===== config.mk =====
export PLATFORM = sky130hd
export DESIGN_NAME = pipe_stall_ctrl
export DESIGN_NICKNAME = d
export VERILOG_FILES = /design/src/rtl/pipe_pkg.sv /design/src/rtl/md_seq.sv /design/src/rtl/pipe_stall_ctrl.sv
export SDC_FILE = /design/constraint.sdc
export NUM_CORES = 1
export LEC_CHECK = 0
export BUFFER_PORTS_ARGS = -buffer_cell sky130_fd_sc_hd__buf_2
export CAP_MARGIN = 20
export CORE_MARGIN = 2
export CORE_UTILIZATION = 43
export CTS_CLUSTER_SIZE = 10
export DETAILED_ROUTE_END_ITERATION = 10
export PLACE_DENSITY_LB_ADDON = 0.15
export SLEW_MARGIN = 25
export SYNTH_ARGS = -nofsm -noshare
export SYNTH_HDL_FRONTEND = slang
export SYNTH_HIERARCHICAL = 1
export SYNTH_SLANG_ARGS = --single-unit
export TNS_END_PERCENT = 20

===== constraint.sdc =====
create_clock -name clk -period 1.9 [get_ports clk]
set_clock_uncertainty 0.1 [all_clocks]
set_input_delay 0.285 -clock clk [delete_from_list [all_inputs] [get_ports clk]]
set_output_delay 0.285 -clock clk [all_outputs]
set_load 0.05 [all_outputs]

===== src/rtl/pipe_pkg.sv =====
// ============================================================================
// Module : pipe_pkg
// Brief  : Shared types and default latencies for the pipeline stall control.
// Rev    : 1.0
// ============================================================================
`default_nettype none

package pipe_pkg;

  typedef enum logic [1:0] {
    IDLE = 2'd0,
    RUN  = 2'd1,
    DONE = 2'd2
  } md_state_t;

  localparam int MUL_LAT_DEF = 4;
  localparam int DIV_LAT_DEF = 32;

endpackage

`default_nettype wire


===== src/rtl/md_seq.sv =====
// ============================================================================
// Module : md_seq
// Brief  : Multiply/divide unit tracker: IDLE/RUN/DONE FSM with down-counter.
// Rev    : 1.0
// ============================================================================
`default_nettype none

module md_seq
  import pipe_pkg::*;
#(
  parameter int MUL_LAT = MUL_LAT_DEF,
  parameter int DIV_LAT = DIV_LAT_DEF,
  parameter int CNT_W   = 6
) (
  input  logic clk,
  input  logic rst,
  input  logic start_i,
  input  logic is_div_i,
  input  logic hold_i,
  output logic busy_o,
  output logic done_o,
  output logic err_o
);

  localparam logic [CNT_W-1:0] MUL_LOAD = CNT_W'(MUL_LAT - 2);
  localparam logic [CNT_W-1:0] DIV_LOAD = CNT_W'(DIV_LAT - 2);

  md_state_t        state_q;
  logic [CNT_W-1:0] cnt_q;
  logic [CNT_W-1:0] cnt_d;
  logic [CNT_W-1:0] load;
  logic             accept;
  logic             busy_q;
  logic             done_q;
  logic             err_q;

  // A start held under a memory wait is frozen in EX, so it is only taken once
  assign accept = start_i & ~hold_i;
  assign load   = is_div_i ? DIV_LOAD : MUL_LOAD;
  assign cnt_d  = cnt_q - 1'b1;

  always_ff @(posedge clk) begin
    if (rst) begin
      state_q <= IDLE;
      cnt_q   <= '0;
      busy_q  <= 1'b0;
      done_q  <= 1'b0;
      err_q   <= 1'b0;
    end else begin
      done_q <= 1'b0;
      case (state_q)
        IDLE, DONE: begin
          if (accept) begin
            cnt_q  <= load;
            busy_q <= 1'b1;
            // Minimum latency skips RUN and writes HI/LO on the next cycle
            if (load == '0) begin
              state_q <= DONE;
              done_q  <= 1'b1;
            end else begin
              state_q <= RUN;
            end
          end else begin
            state_q <= IDLE;
            busy_q  <= 1'b0;
          end
        end
        RUN: begin
          if (accept) begin
            err_q <= 1'b1;
          end
          cnt_q <= cnt_d;
          if (cnt_d == '0) begin
            state_q <= DONE;
            done_q  <= 1'b1;
          end
        end
        default: begin
          state_q <= IDLE;
          busy_q  <= 1'b0;
        end
      endcase
    end
  end

  assign busy_o = busy_q;
  assign done_o = done_q;
  assign err_o  = err_q;

endmodule

`default_nettype wire


===== src/rtl/pipe_stall_ctrl.sv =====
// ============================================================================
// Module : pipe_stall_ctrl
// Brief  : Per-stage write enables and flushes for the 5-stage pipeline.
// Rev    : 1.0
// ============================================================================
`default_nettype none

module pipe_stall_ctrl
  import pipe_pkg::*;
#(
  parameter int MUL_LAT = MUL_LAT_DEF,
  parameter int DIV_LAT = DIV_LAT_DEF,
  parameter int CNT_W   = 6
) (
  input  logic clk,
  input  logic rst,
  input  logic LD_Stall,
  input  logic BR_Flush,
  input  logic Mem_Wait,
  input  logic EX_MDStart,
  input  logic EX_MDIsDiv,
  input  logic ID_UsesHiLo,
  input  logic ID_IsMD,
  output logic PCWrite,
  output logic IF_IDWrite,
  output logic ID_EXWrite,
  output logic EX_MEMWrite,
  output logic MEM_WBWrite,
  output logic IF_Flush,
  output logic ID_Flush,
  output logic MD_Busy,
  output logic MD_Done,
  output logic MD_Err
);

  logic md_hazard;

  md_seq #(
    .MUL_LAT (MUL_LAT),
    .DIV_LAT (DIV_LAT),
    .CNT_W   (CNT_W)
  ) u_md_seq (
    .clk      (clk),
    .rst      (rst),
    .start_i  (EX_MDStart),
    .is_div_i (EX_MDIsDiv),
    .hold_i   (Mem_Wait),
    .busy_o   (MD_Busy),
    .done_o   (MD_Done),
    .err_o    (MD_Err)
  );

  // No HI/LO forwarding: readers and new ops wait until the unit is back in IDLE
  assign md_hazard = MD_Busy & (ID_UsesHiLo | ID_IsMD);

  always_comb begin
    PCWrite     = 1'b1;
    IF_IDWrite  = 1'b1;
    ID_EXWrite  = 1'b1;
    EX_MEMWrite = 1'b1;
    MEM_WBWrite = 1'b1;
    IF_Flush    = 1'b0;
    ID_Flush    = 1'b0;
    if (Mem_Wait) begin
      PCWrite     = 1'b0;
      IF_IDWrite  = 1'b0;
      ID_EXWrite  = 1'b0;
      EX_MEMWrite = 1'b0;
      MEM_WBWrite = 1'b0;
    end else if (BR_Flush) begin
      IF_Flush = 1'b1;
      ID_Flush = 1'b1;
    end else if (md_hazard || LD_Stall) begin
      PCWrite    = 1'b0;
      IF_IDWrite = 1'b0;
      ID_Flush   = 1'b1;
    end
  end

endmodule

`default_nettype wire


### After elaboration in Yosys (flattened, before gate mapping)

Cells that the tools add are included.

| operators by class | value |
|---|---|
| bitwise gates (word level) | 4 |
| reduce and logical (&&, ||, !) cells | 8 |
| multiplexer cells | 22 |
| equal/unequal tests | 4 |
| add/sub/neg operators | 1 |

Operators by type and width:

| kind | number |
|---|---|
| 1-bit two-way mux | 13 |
| 6-bit zero test | 2 |
| 6-bit case mux with 2 select lines | 1 |
| 2-bit two-way mux | 3 |
| 6-bit two-way mux | 1 |
| 6-bit by 1-bit subtractor with 6-bit output (second input constant) | 1 |
| 5-bit two-way mux | 1 |
| 2-bit by 1-bit != test with 1-bit output (second input constant) | 2 |
| 1-bit case mux with 2 select lines | 2 |
| 2-bit case mux with 2 select lines | 1 |
| 2-bit AND reduction | 2 |
| 1-bit AND | 2 |
| 2-bit by 1-bit equality test with 1-bit output (second input constant) | 1 |
| 2-bit equality test (second input constant) | 1 |
| 2-bit zero test | 1 |
| 2-bit nonzero test | 1 |
| 2-bit OR reduction | 1 |
| 1-bit logical OR | 1 |
| 1-bit inverter | 1 |
| 1-bit bitwise OR | 1 |

| word-level totals | value |
|---|---|
| output and inout bits | 10 |
| logic and storage cells | 44 |
| input port bits | 9 |
| flip-flop bits (word level) | 11 |

### Depth between registers and ports, before layout

| depth | value |
|---|---|
| word-level depth | 6 |
| mapped depth | 5 |

### Modules after synthesis

The synthesis kept the hierarchy.

By module, submodules not included:

| module | sequential area each (um2) | area an instance (um2) | times used | cells an instance |
|---|---|---|---|---|
| md_seq | 220.2 | 556.8 | 1 | 62 |
| pipe_stall_ctrl | 0.0 | 71.3 | 1 | 11 |

### Worst setup path before layout

No wires, ideal clock.

| timing path | value |
|---|---|
| kind | register to output |
| start point | reg u_md_seq.busy_q (netlist: u_md_seq/busy_o) |
| end point | out ID_Flush |
| cell stages (with the launch flop) | 3 |
| slack | -0.451 ns |
| arrival | 1.966 ns |
| path buffers | 0 |
| required time | 1.515 ns |
| cells stage by stage | dfxtp_1 inv_1 o31ai_1 |

| on the way | value |
|---|---|
| longest elaborated chain between the ends | 5 |

RTL lines:

| what | line | RTL |
|---|---|---|
| start: declaration | md_seq.sv:33 | `logic busy_q;` |
| start signal: assignment | md_seq.sv:46 | `busy_q <= 1'b0;` |
| start signal: assignment | md_seq.sv:55 | `busy_q <= 1'b1;` |
| start signal: assignment | md_seq.sv:65 | `busy_q <= 1'b0;` |
| 1-bit AND | pipe_stall_ctrl.sv:54 | `assign md_hazard = MD_Busy & (ID_UsesHiLo \| ID_IsMD);` |
| 1-bit logical OR | pipe_stall_ctrl.sv:73 | `end else if (md_hazard \|\| LD_Stall) begin` |
| 1-bit two-way mux | pipe_stall_ctrl.sv:73 |  |
| 1-bit two-way mux | pipe_stall_ctrl.sv:70 | `end else if (BR_Flush) begin` |
| 1-bit two-way mux | pipe_stall_ctrl.sv:64 | `if (Mem_Wait) begin` |
| end: declaration | pipe_stall_ctrl.sv:30 | `output logic ID_Flush,` |

No other way between the ends.

### Worst setup path in the final report

| timing path | value |
|---|---|
| start point | reg u_md_seq.cnt_q[1] |
| end point | reg u_md_seq.state_q[0] |

| on the way | value |
|---|---|
| longest elaborated chain between the ends | 3 |

RTL lines:

| what | line | RTL |
|---|---|---|
| start: declaration | md_seq.sv:29 | `logic [CNT_W-1:0] cnt_q;` |
| start signal: assignment | md_seq.sv:54 | `cnt_q <= load;` |
| start signal: assignment | md_seq.sv:72 | `cnt_q <= cnt_d;` |
| 6-bit by 1-bit subtractor with 6-bit output | md_seq.sv:40 | `assign cnt_d = cnt_q - 1'b1;` |
| 6-bit zero test | md_seq.sv:73 | `if (cnt_d == '0) begin` |
| 2-bit by 1-bit != test with 1-bit output (no line) | n/a |  |
| end signal: assignment | md_seq.sv:44 | `state_q <= IDLE;` |
| end signal: assignment | md_seq.sv:74 | `state_q <= DONE;` |
| end signal: assignment | md_seq.sv:79 | `state_q <= IDLE;` |
| end: declaration | md_seq.sv:28 | `md_state_t state_q;` |

No other way between the ends.
A chain may end at the register's enable or synchronous reset.

==> impl_results.md <==
* Hold path startpoint: EX_MDStart
* Yosys Warn Count at 6
* Setup bufs post-CTS at 0
* Endpoints failing hold at 0
* Number of I/O pins at 19
* Worst Path Required at 1.97 ns
* Largest net degree at the start of global routing at 13
* Port buffer count at 18
* Worst reg2reg startpoint: u_md_seq/cnt_q[1]$_SDFFE_PP0P_
* Drt pass-1 iters at 4
* Top FF cell, synth: dfxtp_1
* GR Overflow Total at 0
* Asr flop ratio synth at 0%
* Critical Path Fanout Max at 5
* Hold Crit Endpoint: u_md_seq/err_o$_SDFFE_PP0P_
* Status: complete, no violations
* Leakage at 0.336 nW
* #FFs+latches synth at 11
* Power per standard cell area at 820 mW/mm^2
* Tcrit/Tclk final at 94.2%
* Sequential power share at 42.9%
* Final ANT Viol Nets at 0
* Vias in the first global route at 506
* Core footprint at 0.00133 mm^2
* Final Setup Violations at 0
* TritonCTS buffer count at 3
* Area growth syn-to-layout at 20.7%
* Max clock buf depth at 2
* First-pass GRT wire length at 2.23 mm
* Fin Setup TNS at 0 ns
* Slew Limit Fails at 0
* H-tree levels at 1
* Slowest CP cell: or4b_4
* Initial antenna violation count at 0
* Max IR drop VDD at 0.557 mV
* Die area at 0.00178 mm^2
* CP delay by family, top: simple AND/OR/NAND/NOR gates
* Ant. Diodes at 0
* Iteration-0 DRC Markers at 11
* Vias per cell at 5.70
* Final core utilization at 56.8%
* Reg2Reg Setup Slack at 0.11 ns
* Hold_buf cts at 0
* Sw Share at 35.2%
* CTS resizes at 0
* CP cell instances: inv_1 > ha_1 > xor2_1 > or4b_4 > o311a_1
* Via count at 610
* Library cells used by synthesis at 32
* Combinational power share at 30.4%
* Die width at 42.2 um
* Achievable frequency at 559 MHz
* Worst skew pair latency at 0.28 ns
* Total Wirelength at 1.43 mm
* Slew margin rel. at 52.5%
* Critical Path Source Type: register
* Clk pwr share at 26.7%
* HP Class: input port to register
* Syn avg cell area at 8.60 um^2
* CTS tree: built
* WHS Path Cells at 3
* CP bufs+invs at 1
* Least-Margin Pin Slew at 0.703 ns
* Worst setup EP type: register
* Starting Density at 47.1%
* Share of cells above drive strength 1 at 33.7%
* Die Y at 42.2 um
* # nets final at 104
* Sequential area share after synthesis at 35.1%
* RePlAce Congestion at 0.887
* Critical Path AT at 1.86 ns
* Global-route usage over all layers at 16.7%
* Syn_nets at 84
* Critical path class: register to register
* Detailed-route wire length per cell at 13.4 um
* CP peak stage delay at 0.49 ns
* Unrepaired setup endpoints after global routing: no
* Max_cap viols at 0
* Row count at 13
* Placed wire-length estimate at 1.11 mm
* Number of synthesized flops with an enable pin at 0
* R2R cell count at 5
* Mapped Area at 628 um^2
* Reg2Reg Capture Point: u_md_seq/state_q[0]$_SDFFE_PP0P_
* Remaining DRCs at 0
* Mapped Cells at 73
* Clock sinks at 11
* Fin crit period at 1.79 ns
* Clk slew on worst S/H paths at 0.07 ns
* Clk root buf: clkbuf_4
* Int Pwr at 0.403 mW
* Psw at 0.219 mW
==> how the worst max path moves through the flow <==
stage,start,end,slack (ns),cells past startpoint
6_report,u_md_seq/cnt_q[1]$_SDFFE_PP0P_,u_md_seq/state_q[0]$_SDFFE_PP0P_,0.11,5
3_3_place_gp,u_md_seq/cnt_q[1]$_SDFFE_PP0P_,u_md_seq/state_q[0]$_SDFFE_PP0P_,0.12,5
2_1_floorplan,Mem_Wait,PCWrite,0.007,3
3_5_place_dp,u_md_seq/cnt_q[1]$_SDFFE_PP0P_,u_md_seq/state_q[0]$_SDFFE_PP0P_,0.08,5
5_1_grt,u_md_seq/cnt_q[1]$_SDFFE_PP0P_,u_md_seq/state_q[0]$_SDFFE_PP0P_,0.03,5
4_1_cts,u_md_seq/cnt_q[1]$_SDFFE_PP0P_,u_md_seq/state_q[0]$_SDFFE_PP0P_,0.06,5
==> flip-flops by register name, indices dropped and copies added (netlist names) <==
signal            count
u_md_seq/cnt_q        6
u_md_seq/err_o        1
u_md_seq/busy_o       1
u_md_seq/done_o       1
u_md_seq/state_q      2
==> tightest hold or removal path, delay by kind of cell <==
family	cells	cell delay, ns
buf+inv	1	0.10
compound gates	1	0.07
simple gates	1	0.09
==> cells in the mapped netlist, types with 2 or more instances <==
| cell type | instances | area share (%) |
|---|---|---|
| nand2b_1 | 2 | 2.0 |
| inv_1 | 8 | 4.8 |
| nor4_1 | 2 | 2.0 |
| nand2_1 | 4 | 2.4 |
| nor2b_1 | 3 | 3.0 |
| nor3_1 | 3 | 2.4 |
| a31oi_1 | 3 | 3.0 |
| dfxtp_1 | 11 | 35 |
| a21oi_1 | 2 | 1.6 |
| ha_1 | 2 | 4.0 |
| o311a_1 | 2 | 3.2 |
| o22ai_1 | 2 | 2.0 |
| xnor2_1 | 2 | 2.8 |
| o31ai_1 | 3 | 3.6 |
| buf_4 | 3 | 3.6 |
| nor3b_1 | 2 | 2.4 |
| clkbuf_1 | 2 | 1.2 |
| nor2_1 | 3 | 1.8 |
==> logic make-up (layout without fill, tap and decap cells) <==
logic type / count (synthesis) / in the layout / share of synthesized area [%]
AOI/OAI and AO/OA: 17 / 17 / 19.9
adders and majority gates: 2 / 2 / 3.98
and+or+nand+nor: 24 / 24 / 23.1
muxes: 2 / 2 / 3.39
buffers and inverters: 14 / 33 / 10.4
DFF: 11 / 11 / 35.1
xor gates and xnor gates: 3 / 3 / 4.18
==> power by group through the flow <==
stage | Clock [mW] | Sequential, mW | Combinational (mW)
floorplan | 0 | 0.274 | 0.141
global placement | 0 | 0.271 | 0.188
detailed placement | 0 | 0.270 | 0.187
CTS | 0.167 | 0.265 | 0.188
global route | 0.180 | 0.269 | 0.206
finish | 0.166 | 0.266 | 0.189
==> layout by cell type (no fill, tap or decap), types with 3 or more instances in the layout <==
cell type	count
nor2_1	3
nor3_1	3
nor2b_1	3
clkbuf_4	3
dfxtp_1	9
buf_4	3
nand2_1	4
inv_1	8
buf_2	18
a31oi_1	3
==> area by class of cell <==
class / count / area [um^2]
sequential: 11 / 223
timing repair buffer: 21 / 113
clock buffer: 4 / 26.3
fill: 124 / 576
tap: 15 / 18.8
inverter: 8 / 30.0
multi-input combinational: 48 / 348
==> through the flow <==
stage                     hold slack (ns)  setup slack, ns  instances  area [um^2]  total power, mW
after floorplan                     0.342          0.00730         73          634            0.415
after global routing                0.232           0.0258        107          758            0.655
after CTS                           0.217           0.0639        107          757            0.620
after global placement              0.346            0.115        103          731            0.459
after detailed placement            0.389           0.0759        103          731            0.458
final                               0.211            0.111        107          758            0.622
==> layer usage <==
| layer | vias up | wire [um] | global-route usage [%] |
|---|---|---|---|
| met5 | - | 0 | 0 |
| met1 | 289 | 653 | 20.6 |
| met3 | 3 | 111 | 8.62 |
| met2 | 19 | 651 | 25.8 |
| li1 | 299 | - | - |
| met4 | 0 | 14 | 3.75 |
(Power assumes the default switching activity.)
